File: config.mk
export PLATFORM = sky130hd
export DESIGN_NAME = ws_prog_loader
export DESIGN_NICKNAME = d
export VERILOG_FILES = /design/src/rtl/ws_pkg.sv /design/src/rtl/uart_rx_core.sv /design/src/rtl/ws_prog_loader.sv
export SDC_FILE = /design/constraint.sdc
export NUM_CORES = 1
export LEC_CHECK = 0
export ABC_AREA = 1
export CAP_MARGIN = 20
export CORE_ASPECT_RATIO = 0.9
export CORE_MARGIN = 2
export CORE_UTILIZATION = 54
export CTS_CLUSTER_SIZE = 28
export DETAILED_ROUTE_END_ITERATION = 12
export PLACE_DENSITY = 0.78
export SLEW_MARGIN = 15
export SYNTH_ARGS = -nofsm -noshare
export SYNTH_HDL_FRONTEND = slang
export SYNTH_SLANG_ARGS = --single-unit
File: constraint.sdc
create_clock -name clk -period 1.6 [get_ports clk]
set_input_delay 0.32 -clock clk [delete_from_list [all_inputs] [get_ports clk]]
set_output_delay 0.32 -clock clk [all_outputs]
set_load 0.05 [all_outputs]
File: src/rtl/ws_pkg.sv
// ws_pkg: shared ASCII opcodes and FSM state types for the whitespace loader
package ws_pkg;
    localparam logic [7:0] ASCII_SP  = 8'h20;
    localparam logic [7:0] ASCII_TAB = 8'h09;
    localparam logic [7:0] ASCII_LF  = 8'h0A;
    localparam logic [7:0] ASCII_EOT = 8'h04;
    typedef enum logic [1:0] {IDLE, START, DATA, STOP} uart_rx_state_t;
    typedef enum logic {LOAD, DONE} loader_state_t;
endpackage

File: src/rtl/uart_rx_core.sv
// uart_rx_core: 2-flop synchronizer and 8N1 receiver FSM with break hold-off
module uart_rx_core
    import ws_pkg::*;
#(
    parameter int CLKS_PER_BIT = 234
) (
    input  logic       clk,
    input  logic       rst_n,
    input  logic       uart_rx,
    output logic       byte_valid,
    output logic [7:0] byte_data,
    output logic       frame_err_pulse
);
    localparam int CW = $clog2(CLKS_PER_BIT);
    localparam logic [CW-1:0] LAST = CW'(CLKS_PER_BIT - 1);
    localparam logic [CW-1:0] HALF = CW'(CLKS_PER_BIT / 2 - 1);
    logic [1:0] sync;
    logic rxs, brk, brk_n, valid_n, err_n;
    uart_rx_state_t state, state_n;
    logic [CW-1:0] cnt, cnt_n;
    logic [2:0] bit_idx, bit_n;
    logic [7:0] sh, sh_n;
    assign rxs = sync[1];
    assign byte_data = sh;
    always_ff @(posedge clk or negedge rst_n) begin
        if (!rst_n) begin
            sync <= 2'b11;
            state <= IDLE;
            cnt <= '0;
            bit_idx <= '0;
            sh <= '0;
            brk <= 1'b0;
            byte_valid <= 1'b0;
            frame_err_pulse <= 1'b0;
        end else begin
            sync <= {sync[0], uart_rx};
            state <= state_n;
            cnt <= cnt_n;
            bit_idx <= bit_n;
            sh <= sh_n;
            brk <= brk_n;
            byte_valid <= valid_n;
            frame_err_pulse <= err_n;
        end
    end
    always_comb begin
        state_n = state;
        cnt_n = cnt + CW'(1);
        bit_n = bit_idx;
        sh_n = sh;
        brk_n = brk;
        valid_n = 1'b0;
        err_n = 1'b0;
        case (state)
            IDLE: begin
                cnt_n = '0;
                state_n = rxs ? IDLE : START;
            end
            START: if (cnt == HALF) begin
                cnt_n = '0;
                bit_n = '0;
                state_n = rxs ? IDLE : DATA;
            end
            DATA: if (cnt == LAST) begin
                cnt_n = '0;
                sh_n = {rxs, sh[7:1]};
                bit_n = bit_idx + 3'd1;
                state_n = (bit_idx == 3'd7) ? STOP : DATA;
            end
            STOP: if (brk) begin
                // line held low after a bad stop bit: wait for idle before rearming
                cnt_n = '0;
                brk_n = !rxs;
                state_n = rxs ? IDLE : STOP;
            end else if (cnt == LAST) begin
                cnt_n = '0;
                valid_n = rxs;
                err_n = !rxs;
                brk_n = !rxs;
                state_n = rxs ? IDLE : STOP;
            end
            default: state_n = IDLE;
        endcase
    end
endmodule

File: src/rtl/ws_prog_loader.sv
// ws_prog_loader: UART loader writing whitespace opcodes into imem until EOT
module ws_prog_loader
    import ws_pkg::*;
#(
    parameter int         CLKS_PER_BIT = 234,
    parameter int         ADDR_W       = 10,
    parameter logic [7:0] EOT_BYTE     = ASCII_EOT
) (
    input  logic              clk,
    input  logic              rst_n,
    input  logic              uart_rx,
    output logic              mem_wen,
    output logic [ADDR_W-1:0] mem_addr,
    output logic [7:0]        mem_wdata,
    output logic              load_done,
    output logic [ADDR_W:0]   prog_len,
    output logic              overflow,
    output logic              frame_err
);
    logic byte_valid, frame_err_pulse, keep, full, load, wr;
    logic [7:0] byte_data;
    loader_state_t state, state_n;
    uart_rx_core #(.CLKS_PER_BIT(CLKS_PER_BIT)) u_rx (
        .clk(clk),
        .rst_n(rst_n),
        .uart_rx(uart_rx),
        .byte_valid(byte_valid),
        .byte_data(byte_data),
        .frame_err_pulse(frame_err_pulse)
    );
    assign keep = byte_data == ASCII_SP || byte_data == ASCII_TAB || byte_data == ASCII_LF;
    assign full = prog_len[ADDR_W];
    assign load = state == LOAD;
    assign wr = load && byte_valid && keep && !full;
    assign load_done = state == DONE;
    always_comb state_n = (load && byte_valid && byte_data == EOT_BYTE) ? DONE : state;
    always_ff @(posedge clk or negedge rst_n) begin
        if (!rst_n) begin
            state <= LOAD;
            mem_wen <= 1'b0;
            mem_addr <= '0;
            mem_wdata <= '0;
            prog_len <= '0;
            overflow <= 1'b0;
            frame_err <= 1'b0;
        end else begin
            state <= state_n;
            mem_wen <= wr;
            if (wr) begin
                mem_addr <= prog_len[ADDR_W-1:0];
                mem_wdata <= byte_data;
                prog_len <= prog_len + (ADDR_W + 1)'(1);
            end
            overflow <= overflow | (load && byte_valid && keep && full);
            frame_err <= frame_err | (load && frame_err_pulse);
        end
    end
endmodule

==> summary.txt <==
Worst hold path
  – End of the worst hold path: u_rx.sync[1]$_DFF_PN1_
  – Hold Path Cell Cnt: 0
  – Hold path start: u_rx.sync[0]$_DFF_PN1_
  – Path category of the worst min-delay check: flip-flop to flip-flop

Pwr
  – Static leakage power: about 1.8 nW
  – Share of total power in the clock network: 0.440
  – Combinational fraction of design power: 0.014
  – Cell Int Power: roughly 2.2 mW
  – Sw power: ~560 uW
  – Part of the power in registers: 0.546
  – Power Density: approximately 800 mW/mm^2
  – Switching fraction of total power: 0.205
  – Maximum vdd ir drop: 0.000621 V

Worst setup path
  – Kind of start point of the critical path: flip-flop
  – RR Startpoint: u_rx.cnt[1]$_DFF_PN0_
  – Worst Path Class, Setup: flip-flop to flip-flop
  – Maximum fanout along the worst path: 8
  – Master of the slowest instance on the critical path: dfrtp_1
  – Largest stage delay on the critical path: roughly 0.40 ns
  – Chain of cells forming the critical path: inv_1 -> ha_1 -> nand2_1 -> nor2_1 -> nand2_1 -> nand2_1 -> nand2_2 -> inv_4 -> nand3_1 -> nand2_1
  – Critical path's most frequent cell: nand2_1
  – Internal reg-to-reg setup slack: 0.17 ns
  – Total buffers and inverters traversed by the critical path: 2
  – Crit. End Element: flip-flop
  – Required time worst endpoint: 1.86 ns
  – Cell class contributing the biggest share of worst-path delay: simple AND/OR/NAND/NOR gates
  – Cell count of the worst reg-to-reg path: 10
  – Arrival time of the worst setup path: about 1.7 ns

Logic synthesis
  – Count of flip-flops with a built-in enable after synthesis: 0
  – Cell taking the most area after synthesis: dfrtp_1
  – Part of the Yosys area used for sequential elements: 0.540
  – Mapped Area: between 0.002 and 0.003 sq mm
  – Total number of yosys warnings: 0
  – Fraction of synthesis flops using an asynchronous set or reset pin: 1.00
  – Most area-consuming cells after synthesis: dfrtp_1 52%, nand2_1 15%, nand4_1 5.9%
  – Syn Area/Cell: between 8 and 9 sq um
  – Leading cell types by count after synthesis: 109 x nand2_1, 57 x dfrtp_1, 29 x inv_1, 27 x nor2_1, 26 x nand4_1
  – Number of standard cells after synthesis: roughly 320
  – Share of the synthesized area in the top cell type: 0.521
  – Yosys reg bits: a little under 60
  – Dominant register cell in the synthesized netlist: dfrtp_1
  – Post-synth net total: 332
  – Distinct cells, synth: 26
  – Most common cell in the synthesized netlist: nand2_1

Routing
  – Routed wire length: between 5000 and 6000 um
  – Total iterations of the first detailed-routing run: 4
  – Total number of vias: 2251
  – Via-per-instance ratio: approximately 5.2
  – Antenna Nets Post-Route: 0
  – Routed length per placed instance: about 12 um
  – Iteration-0 DRC Markers: roughly 160
  – Number of design rule violations left after detail routing: 0

Timing
  – Setup Skew: slightly below 0.006 ns
  – Final setup violation count: 0
  – Time the final worst path needs with I/O delays and setup: ~1.4 ns
  – Fin Hold WS: around 0.36 ns
  – Actual transition at the worst max-transition pin: around 0.50 ns
  – Count of final max-slew check failures: 0
  – Final-report hold violation count: 0
  – Maximum clock frequency: approximately 700 MHz
  – Worst slew slack as a fraction of its limit: 0.667
  – Unrepaired setup endpoints after global routing: yes
  – Final clock period utilization by the worst path: 0.891

Floorplanning
  – Area of the die: between 0.005 and 0.006 sq mm
  – I/O pin count: 36
  – Std cell rows: 24
  – Core outline area: a little under 0.005 sq mm
  – Chip height: about 72 um
  – Horizontal die dimension: roughly 79 um
  – Initial standard-cell utilization of the core: 0.562

Run
  – Number of max-capacitance violations reported: 0

Cells and area
  – Post-synthesis to final-layout area growth: 25.2%
  – Share of cells above drive strength 1: 0.183
  – Multi-input gate area: about 0.0011 sq mm
  – FF+latch area: 0.00148 sq mm
  – Post-Layout Cell Count: ~440
  – Number of diodes added for antenna fixing: 0
  – Fill cell total of the finished layout: 393
  – Number of nets at the end of the flow: about 380

Place
  – Post-detail-place hpwl: approximately 3800 um
  – Gpl congestion: between 0.8 and 0.9
  – Placed insts: 420
  – Count of input and output buffers: 35

Clock network
  – Later-pin clock latency in the skew report: roughly 0.32 ns
  – Inserted Clock Buffers: 9
  – Number of buffers inserted to repair setup after CTS: 0
  – CTS tree: built
  – Level count of the clock H-tree: 3
  – TritonCTS Sinks: between 50 and 60
  – Root Buffer: clkbuf_8
  – CTS clk-pin slew, worst paths: roughly 0.060 ns
  – Maximum clock path buffer count: 2

Global routing
  – Tot GR Track Use: 0.218
  – Overflow left after global routing: 0
  – Number of global-route vias before repair: about 2200
  – Antenna violations before repair: 0
  – Wire length of the first global-routing pass: 9720 um
  – Pin count of the biggest net entering global routing: 42

Run status
  – Outcome: complete, no violations
## kinds of logic after synthesis
logic type      after synthesis  synth area share
fa+ha+maj                     6            0.0274
flops                        59             0.540
compound gates               22            0.0457
buf+inv                      43            0.0668
xor+xnor                      6            0.0192
simple gates                187             0.300
## power groups by stage
stage / sequential, mW / combinational [mW] / clock [mW]
2_1_floorplan: 1.53 / 0.00117 / 0
3_3_place_gp: 1.53 / 0.0383 / 0
3_5_place_dp: 1.53 / 0.0389 / 0
4_1_cts: 1.50 / 0.0403 / 1.25
5_1_grt: 1.50 / 0.0457 / 1.31
6_report: 1.50 / 0.0375 / 1.21
## worst max-delay path by stage
| stage | start | end | cells after the start |
|---|---|---|---|
| detailed placement | u_rx.cnt[1]$_DFF_PN0_ | flip-flop | 10 |
| global placement | u_rx.cnt[1]$_DFF_PN0_ | flip-flop | 10 |
| CTS | u_rx.cnt[1]$_DFF_PN0_ | flip-flop | 10 |
| finish | u_rx.cnt[1]$_DFF_PN0_ | flip-flop | 10 |
| floorplan | load_done$_DFFE_PN0P_ | prog_len[2]$_DFFE_PN0P_ | 6 |
| global route | u_rx.cnt[1]$_DFF_PN0_ | flip-flop | 9 |
## cell type report
class / count / share of cell area
flip-flops and latches: 59 / 0.432
multi-input cells: 221 / 0.315
repair buffers: 44 / 0.141
clock buffers: 13 / 0.0493
inverters: 32 / 0.0358
well taps: 65 / 0.0237
clock inverters: 2 / 0.00292
## cell usage in the layout (no fill, tap or decap), types with 2 or more instances in the layout
cell / synthesis / final
nand2_1: 109 / 108
dfrtp_1: 57 / 55
inv_1: 29 / 29
buf_4: 0 / 29
nor2_1: 27 / 27
nand4_1: 26 / 26
o21ai_0: 15 / 14
clkbuf_8: 0 / 12
buf_12: 0 / 12
nand3_1: 10 / 10
nor3_1: 6 / 6
ha_1: 6 / 5
xor2_1: 4 / 4
nand3b_1: 4 / 4
xnor2_1: 2 / 2
a21oi_1: 2 / 2
o21bai_1: 2 / 2
nand3_2: 2 / 2
nor4_1: 2 / 2
clkinv_2: 0 / 2
dfrtp_2: 0 / 2
dfstp_2: 2 / 2
## repair_timing
item / CTS / global route
setup endpoints to repair: 0 / 4
endpoints found under the hold margin: 16 / 0
resized for setup: 0 / 4
hold buffers: 1 / 0
## sequential cells by signal, indices dropped and copies added, names as in the netlist, 2 cells and up, named ones only
name,cells
mem_addr,10
mem_wdata,8
prog_len,11
u_rx.bit_idx,3
u_rx.byte_data,8
u_rx.cnt,8
u_rx.sync,2
## layer usage
| metal | vias to the layer above | track usage | wire length, um |
|---|---|---|---|
| li1 | 1132 | - | - |
| met3 | 6 | 0.0390 | 233 |
| met1 | 1063 | 0.297 | 2530 |
| met5 | - | 0 | 0 |
| met2 | 50 | 0.344 | 2570 |
| met4 | 0 | 0.0996 | 78 |
## metrics by stage
stage | setup WS [ns] | total power [mW] | instance area, sq um | util | TNS, ns
2_1_floorplan | 0.0435 | 1.53 | 2740 | - | 0
5_1_grt | -0.00282 | 2.85 | 3430 | 0.704 | -0.00282
4_1_cts | 0.0959 | 2.78 | 3420 | 0.703 | 0
3_5_place_dp | 0.120 | 1.56 | 3230 | 0.664 | 0
3_3_place_gp | 0.209 | 1.56 | 3230 | 0.664 | 0
6_report | 0.175 | 2.74 | 3430 | 0.704 | 0
## worst register-to-register path: stages, from the launching register on
cell and delay [ns]:
dfrtp_1 0.40, inv_1 0.08, ha_1 0.14, nand2_1 0.05, nor2_1 0.12, nand2_1 0.12
nand2_1 0.10, nand2_2 0.10, inv_4 0.11, nand3_1 0.07, nand2_1 0.07
(Power assumes the default switching activity.)
